--- src/rtl/simple_neuron_if.sv ---
// Bus bundle for the two-input neuron: operand side (in_valid, pixels,
// weights, bias) and result side (products, total, activation, out_valid).
interface simple_neuron_if #(
    parameter int DATA_W = 20
);
    logic                       in_valid;
    logic signed [DATA_W-1:0]   pixel1;
    logic signed [DATA_W-1:0]   pixel2;
    logic signed [DATA_W-1:0]   weight1;
    logic signed [DATA_W-1:0]   weight2;
    logic signed [DATA_W-1:0]   bias;
    logic signed [2*DATA_W-1:0] product1;
    logic signed [2*DATA_W-1:0] product2;
    logic signed [2*DATA_W-1:0] total;
    logic signed [2*DATA_W-1:0] activation;
    logic                       out_valid;

    // Producer of operands / consumer of results
    modport master (
        output in_valid, pixel1, pixel2, weight1, weight2, bias,
        input  product1, product2, total, activation, out_valid
    );

    // The neuron itself
    modport slave (
        input  in_valid, pixel1, pixel2, weight1, weight2, bias,
        output product1, product2, total, activation, out_valid
    );
endinterface

--- src/rtl/simple_neuron.sv ---
// Two-input fixed-point perceptron: p1*w1 + p2*w2 + bias, saturated to the
// product width, followed by ReLU. Two register stages: operand capture,
// then result capture. One input set per clock, no backpressure.
module simple_neuron #(
    parameter int DATA_W = 20,
    parameter int FRAC_W = 10
) (
    input logic           clk,
    input logic           rst_n,
    simple_neuron_if.slave bus
);
    localparam int PROD_W = 2 * DATA_W;
    // Two guard bits: sum of three PROD_W-bit signed terms cannot overflow.
    localparam int SUM_W  = PROD_W + 2;

    localparam logic signed [SUM_W-1:0] SAT_MAX = {3'b000, {(PROD_W-1){1'b1}}};
    localparam logic signed [SUM_W-1:0] SAT_MIN = {3'b111, {(PROD_W-1){1'b0}}};

    // Stage-1 operand registers
    logic                     r_valid;
    logic signed [DATA_W-1:0] r_pixel1;
    logic signed [DATA_W-1:0] r_pixel2;
    logic signed [DATA_W-1:0] r_weight1;
    logic signed [DATA_W-1:0] r_weight2;
    logic signed [DATA_W-1:0] r_bias;

    // Stage-2 result registers
    logic                     r_out_valid;
    logic signed [PROD_W-1:0] r_product1;
    logic signed [PROD_W-1:0] r_product2;
    logic signed [PROD_W-1:0] r_total;
    logic signed [PROD_W-1:0] r_activation;

    // Combinational datapath between the stages
    logic signed [PROD_W-1:0] w_pix1_ext;
    logic signed [PROD_W-1:0] w_pix2_ext;
    logic signed [PROD_W-1:0] w_wt1_ext;
    logic signed [PROD_W-1:0] w_wt2_ext;
    logic signed [PROD_W-1:0] w_prod1;
    logic signed [PROD_W-1:0] w_prod2;
    logic signed [PROD_W-1:0] w_bias_al;
    logic signed [SUM_W-1:0]  w_sum;
    logic signed [PROD_W-1:0] w_total;
    logic signed [PROD_W-1:0] w_act;

    // Capture operands; the valid bit always advances so idle cycles become bubbles
    always_ff @(posedge clk or negedge rst_n) begin
        if (!rst_n) begin
            r_valid   <= 1'b0;
            r_pixel1  <= '0;
            r_pixel2  <= '0;
            r_weight1 <= '0;
            r_weight2 <= '0;
            r_bias    <= '0;
        end else begin
            r_valid <= bus.in_valid;
            if (bus.in_valid) begin
                r_pixel1  <= bus.pixel1;
                r_pixel2  <= bus.pixel2;
                r_weight1 <= bus.weight1;
                r_weight2 <= bus.weight2;
                r_bias    <= bus.bias;
            end
        end
    end

    // Sign-extend operands to full product width so the products are exact.
    assign w_pix1_ext = PROD_W'(r_pixel1);
    assign w_pix2_ext = PROD_W'(r_pixel2);
    assign w_wt1_ext  = PROD_W'(r_weight1);
    assign w_wt2_ext  = PROD_W'(r_weight2);
    assign w_prod1    = w_pix1_ext * w_wt1_ext;
    assign w_prod2    = w_pix2_ext * w_wt2_ext;

    // Bias moves from FRAC_W to 2*FRAC_W fractional bits to line up with the products.
    assign w_bias_al  = PROD_W'(r_bias) <<< FRAC_W;

    assign w_sum = SUM_W'(w_prod1) + SUM_W'(w_prod2) + SUM_W'(w_bias_al);

    // Clamp the wide sum into the product range, then apply ReLU
    always_comb begin
        w_total = w_sum[PROD_W-1:0];
        if (w_sum > SAT_MAX) begin
            w_total = SAT_MAX[PROD_W-1:0];
        end else if (w_sum < SAT_MIN) begin
            w_total = SAT_MIN[PROD_W-1:0];
        end
        w_act = '0;
        if (!w_total[PROD_W-1] && (w_total != '0)) begin
            w_act = w_total;
        end
    end

    // Register results; data holds across bubbles, out_valid follows stage-1 valid
    always_ff @(posedge clk or negedge rst_n) begin
        if (!rst_n) begin
            r_out_valid  <= 1'b0;
            r_product1   <= '0;
            r_product2   <= '0;
            r_total      <= '0;
            r_activation <= '0;
        end else begin
            r_out_valid <= r_valid;
            if (r_valid) begin
                r_product1   <= w_prod1;
                r_product2   <= w_prod2;
                r_total      <= w_total;
                r_activation <= w_act;
            end
        end
    end

    assign bus.out_valid  = r_out_valid;
    assign bus.product1   = r_product1;
    assign bus.product2   = r_product2;
    assign bus.total      = r_total;
    assign bus.activation = r_activation;
endmodule

--- src/flat_wrapper.sv ---
// flat-port wrapper written by rule: the top's interface ports become plain ports
module simple_neuron_flat 
#(
    parameter int DATA_W = 20,
    parameter int FRAC_W = 10
)
  (clk, rst_n, bus_in_valid, bus_pixel1, bus_pixel2, bus_weight1, bus_weight2, bus_bias, bus_product1, bus_product2, bus_total, bus_activation, bus_out_valid);
  simple_neuron_if #(.DATA_W(DATA_W)) bus_i ();
  input logic clk;
  input logic rst_n;
  input wire logic [$bits(bus_i.in_valid)-1:0] bus_in_valid;
  input wire logic [$bits(bus_i.pixel1)-1:0] bus_pixel1;
  input wire logic [$bits(bus_i.pixel2)-1:0] bus_pixel2;
  input wire logic [$bits(bus_i.weight1)-1:0] bus_weight1;
  input wire logic [$bits(bus_i.weight2)-1:0] bus_weight2;
  input wire logic [$bits(bus_i.bias)-1:0] bus_bias;
  output wire logic [$bits(bus_i.product1)-1:0] bus_product1;
  output wire logic [$bits(bus_i.product2)-1:0] bus_product2;
  output wire logic [$bits(bus_i.total)-1:0] bus_total;
  output wire logic [$bits(bus_i.activation)-1:0] bus_activation;
  output wire logic [$bits(bus_i.out_valid)-1:0] bus_out_valid;
  assign bus_i.in_valid = bus_in_valid;
  assign bus_i.pixel1 = bus_pixel1;
  assign bus_i.pixel2 = bus_pixel2;
  assign bus_i.weight1 = bus_weight1;
  assign bus_i.weight2 = bus_weight2;
  assign bus_i.bias = bus_bias;
  assign bus_product1 = bus_i.product1;
  assign bus_product2 = bus_i.product2;
  assign bus_total = bus_i.total;
  assign bus_activation = bus_i.activation;
  assign bus_out_valid = bus_i.out_valid;
  simple_neuron #(.DATA_W(DATA_W), .FRAC_W(FRAC_W)) u_core (.clk(clk), .rst_n(rst_n), .bus(bus_i));
endmodule
--- config.mk ---
export PLATFORM = sky130hd
export DESIGN_NAME = simple_neuron_flat
export DESIGN_NICKNAME = d
export VERILOG_FILES = /design/src/rtl/simple_neuron_if.sv /design/src/rtl/simple_neuron.sv /design/src/flat_wrapper.sv
export SDC_FILE = /design/constraint.sdc
export NUM_CORES = 2
export LEC_CHECK = 0
export ABC_CLOCK_PERIOD_IN_PS = 17600
export CAP_MARGIN = 25
export CORE_ASPECT_RATIO = 1.4
export CORE_MARGIN = 2
export CORE_UTILIZATION = 35
export DETAILED_ROUTE_END_ITERATION = 10
export GPL_ROUTABILITY_DRIVEN = 0
export PLACE_DENSITY = 0.59
export SETUP_SLACK_MARGIN = 0.1
export SYNTH_ARGS = -nofsm -noshare
export SYNTH_HDL_FRONTEND = slang
export SYNTH_SLANG_ARGS = --single-unit
--- constraint.sdc ---
create_clock -name clk -period 17.6 [get_ports clk]
set_input_delay 3.52 -clock clk [delete_from_list [all_inputs] [get_ports clk]]
set_output_delay 3.52 -clock clk [all_outputs]
set_load 0.02 [all_outputs]
==> metrics.cfg <==
[grt]
grt_max_degree = 91
grt_usage_pct = 21.4
grt_remaining_overflow = 0
grt_pass1_wl_mm = 209
grt_pass1_vias = 34800
antenna_found_initial = 2

[timing]
worst_pin_slew_ns = 0.972
fin_crit_ns = 12.36
fin_ws_ns = 5.24
finalMaxSlewViolations = 0
clock_skew_ns = 0.0679
post-route-period-util_pct = 70.2
rsz0062_at_grt = no
fin_tns_setup_ns = 0
fmax_mhz = 80.9
holdWs_ns = 0.482
hold_viol_final = 0
max_slew_margin_pct = 35.2
setup_viol = 0

[clock_network]
cts_tree = yes
clk_latency_ns = 0.63
htree_num_levels = 2
clock-root-buffer = clkbuf_16
numCtsBuffers = 36
path_clk_slew_ns = 0.06
post_cts_buffers = 0
hold_buffers = 0
cts-resized-gates = 0
clk_path_buf_depth = 3
cts.sinks = 262

[route]
ant_nets = 0
routed_via_density = 5.05
vias = 32000
routed_wl_mm = 133
routedWlPerCell_um = 21.0
first_pass_iters = 5
drt_iter0_markers = 1874
remaining_drc_errors = 0

[worst_setup_path]
r2r_start = u_core.r_pixel1[19]
arrival_ns = 12.85
crit_type = register to register
critPathMaxStageDelay_ns = 0.89
rrSetupSlack_ns = 5.24
r2r_cells = 32
cp_max_fo = 34
cp.required_ns = 18.09
critPathLaunchType = register
crit_slowest_cell = o41ai_1
end_kind = register
rr_endpoint = u_core.bus.total[0]
path_common_cell = fa_1

[die]
dieWidth_um = 303
io_pins = 264
dieArea_sq_mm = 0.128
core_sq_mm = 0.124
die_h_um = 423
rows = 153
initial_utilization_pct = 35.3

[min_path]
holdPathStages = 2
worstHoldStart = u_core.bus.product2[30]
hold_class = register to register
worstHoldEndpoint = u_core.bus.product2[30]

[place]
dpl_worst_slack_ns = 5.31
portBuffers = 263
hpwl_mm = 108
place_area_sq_mm = 0.0480

[cells_and_area]
fillers = 12300
nets = 5908
n_antenna_cell = 0
area_growth_pct = 12.4
drive_gt1_share_pct = 5.53
final_cell_area_sq_mm = 0.0494

[synth]
syn-num-nets = 5810
syn_area_sq_mm = 0.0439
post-synth-top-area-fraction_pct = 39.7
synthArstFlopShare_pct = 100
synth_cell_types = 77
ys.flop_type = dfrtp_1
ys_ff_latch = 262
yosys.area.top_type = fa_1
ys_top_cells_by_area = fa_1 (40%), dfrtp_1 (15%), inv_1 (8.1%), ha_1 (7.5%), and2_1 (6.6%)
yosysWarnings = 0
avgSynthCellArea_sq_um = 9.61
ys_seq_area_share_pct = 14.9
synth_edf_count = 0
syn_inst = 4572

[run_status]
status = finished clean

[job]
maxCapViolCount = 0

[metrics by stage]
| step | instances | util (%) |
|---|---|---|
| 2_1_floorplan | 4572 | - |
| 3_3_place_gp | 6255 | 38.5 |
| 3_5_place_dp | 6258 | 38.6 |
| 4_1_cts | 6324 | 39.7 |
| 5_1_grt | 6325 | 39.7 |
| 6_report | 6325 | 39.7 |
[registers in the layout (all words and copies together), names as in the netlist]
signal	count
u_core.bus.out_valid	1
u_core.bus.activation	40
u_core.r_valid	1
u_core.bus.product2	40
u_core.r_weight1	20
u_core.bus.product1	40
u_core.r_weight2	20
u_core.bus.total	40
u_core.r_bias	20
u_core.r_pixel2	20
u_core.r_pixel1	20
[per-layer routing]
layer	track usage (%)	part of all wire [%]	up-vias	wire [um]
li1	-	-	14200	-
met1	27.5	41	16500	54600
met2	35.8	48	1015	64300
met3	3.96	6.8	227	9020
met4	7.12	3.6	0	4830
met5	0	0	-	0
[worst max-delay path by stage]
stage,depth (start not counted),end,slack (ns),from
floorplan,34,u_core.bus.total[25],8.03,u_core.r_pixel1[19]
global placement,30,u_core.bus.activation[38],4.90,u_core.r_weight2[5]
detailed placement,32,u_core.bus.total[4],5.31,u_core.r_pixel1[19]
CTS,32,u_core.bus.total[38],5.30,u_core.r_pixel1[19]
global route,33,u_core.bus.total[38],4.66,u_core.r_pixel1[19]
finish,32,u_core.bus.total[0],5.24,u_core.r_pixel1[19]
[synth_stat cells, drive strengths merged (7+ instances only)]
cell type and count:
a21boi 10, dfrtp 262, o2bb2ai 39, nand4 14, a31oi 18, fa 871, ha 264, nand2 440
and2 462, nor2b 9, o2111ai 9, xnor2 86, and3 15, a21oi 156, xor2 35, o21bai 17
o211ai 9, nand2b 29, nor3 16, or3 9, o21a 19, nor2 145, a211oi 42, o21ai 111
o22ai 11, clkbuf 220, nand3 23, buf 22, nand3b 7, o31ai 14, inv 943, mux2 122
a21o 48
[worst max-delay path: cells and delay by family (launching register included)]
| kind | cells | cell delay [ns] |
|---|---|---|
| simple gates | 3 | 1.07 |
| compound gates | 10 | 3.19 |
| fa+ha+maj | 10 | 5.08 |
| flops | 1 | 0.86 |
| buf+inv | 7 | 1.36 |
| xor+xnor | 1 | 0.16 |
| mux | 1 | 0.50 |
[cells by family (layout without fill, tap and decap cells)]
family	after synthesis	count (layout)	synth area share (%)
and+or+nand+nor	1190	1190	13.6
buffers and inverters	1185	1311	10.2
adders and majority gates	1135	1135	47.2
AOI/OAI and AO/OA	555	555	8.42
DFF	262	262	14.9
muxes	124	124	3.20
xor gates and xnor gates	121	121	2.41
[layout make-up]
type / instances / area (sq um) / area share (%)
clock buffer: 45 / 1020 / 2.06
timing repair buffer: 302 / 3010 / 6.09
clock inverter: 21 / 298 / 0.603
inverter: 943 / 3540 / 7.18
tap: 1627 / 2040 / 4.12
sequential: 262 / 6560 / 13.3
multi-input combinational: 3125 / 32900 / 66.7
[placed cells by master (no fill, tap or decap), types with 11 or more instances in the layout]
cell type	count
a211oi_1	31
a211oi_2	11
a21o_1	48
a21oi_1	154
a31oi_1	17
and2_1	462
and3_1	15
buf_4	36
clkbuf_16	37
clkdlybuf4s50_1	261
dfrtp_1	261
fa_1	871
ha_1	264
inv_1	942
mux2_2	122
nand2_1	439
nand2b_1	29
nand3_1	22
nand4_1	14
nor2_1	144
nor3_1	16
o21a_1	19
o21ai_0	111
o21bai_1	17
o22ai_1	11
o2bb2ai_1	39
o31ai_1	14
xnor2_1	86
xor2_1	35
Power is left out: the tool's default activity adds up to more than one toggle a clock period on the data nets, which glitch-free logic cannot reach.
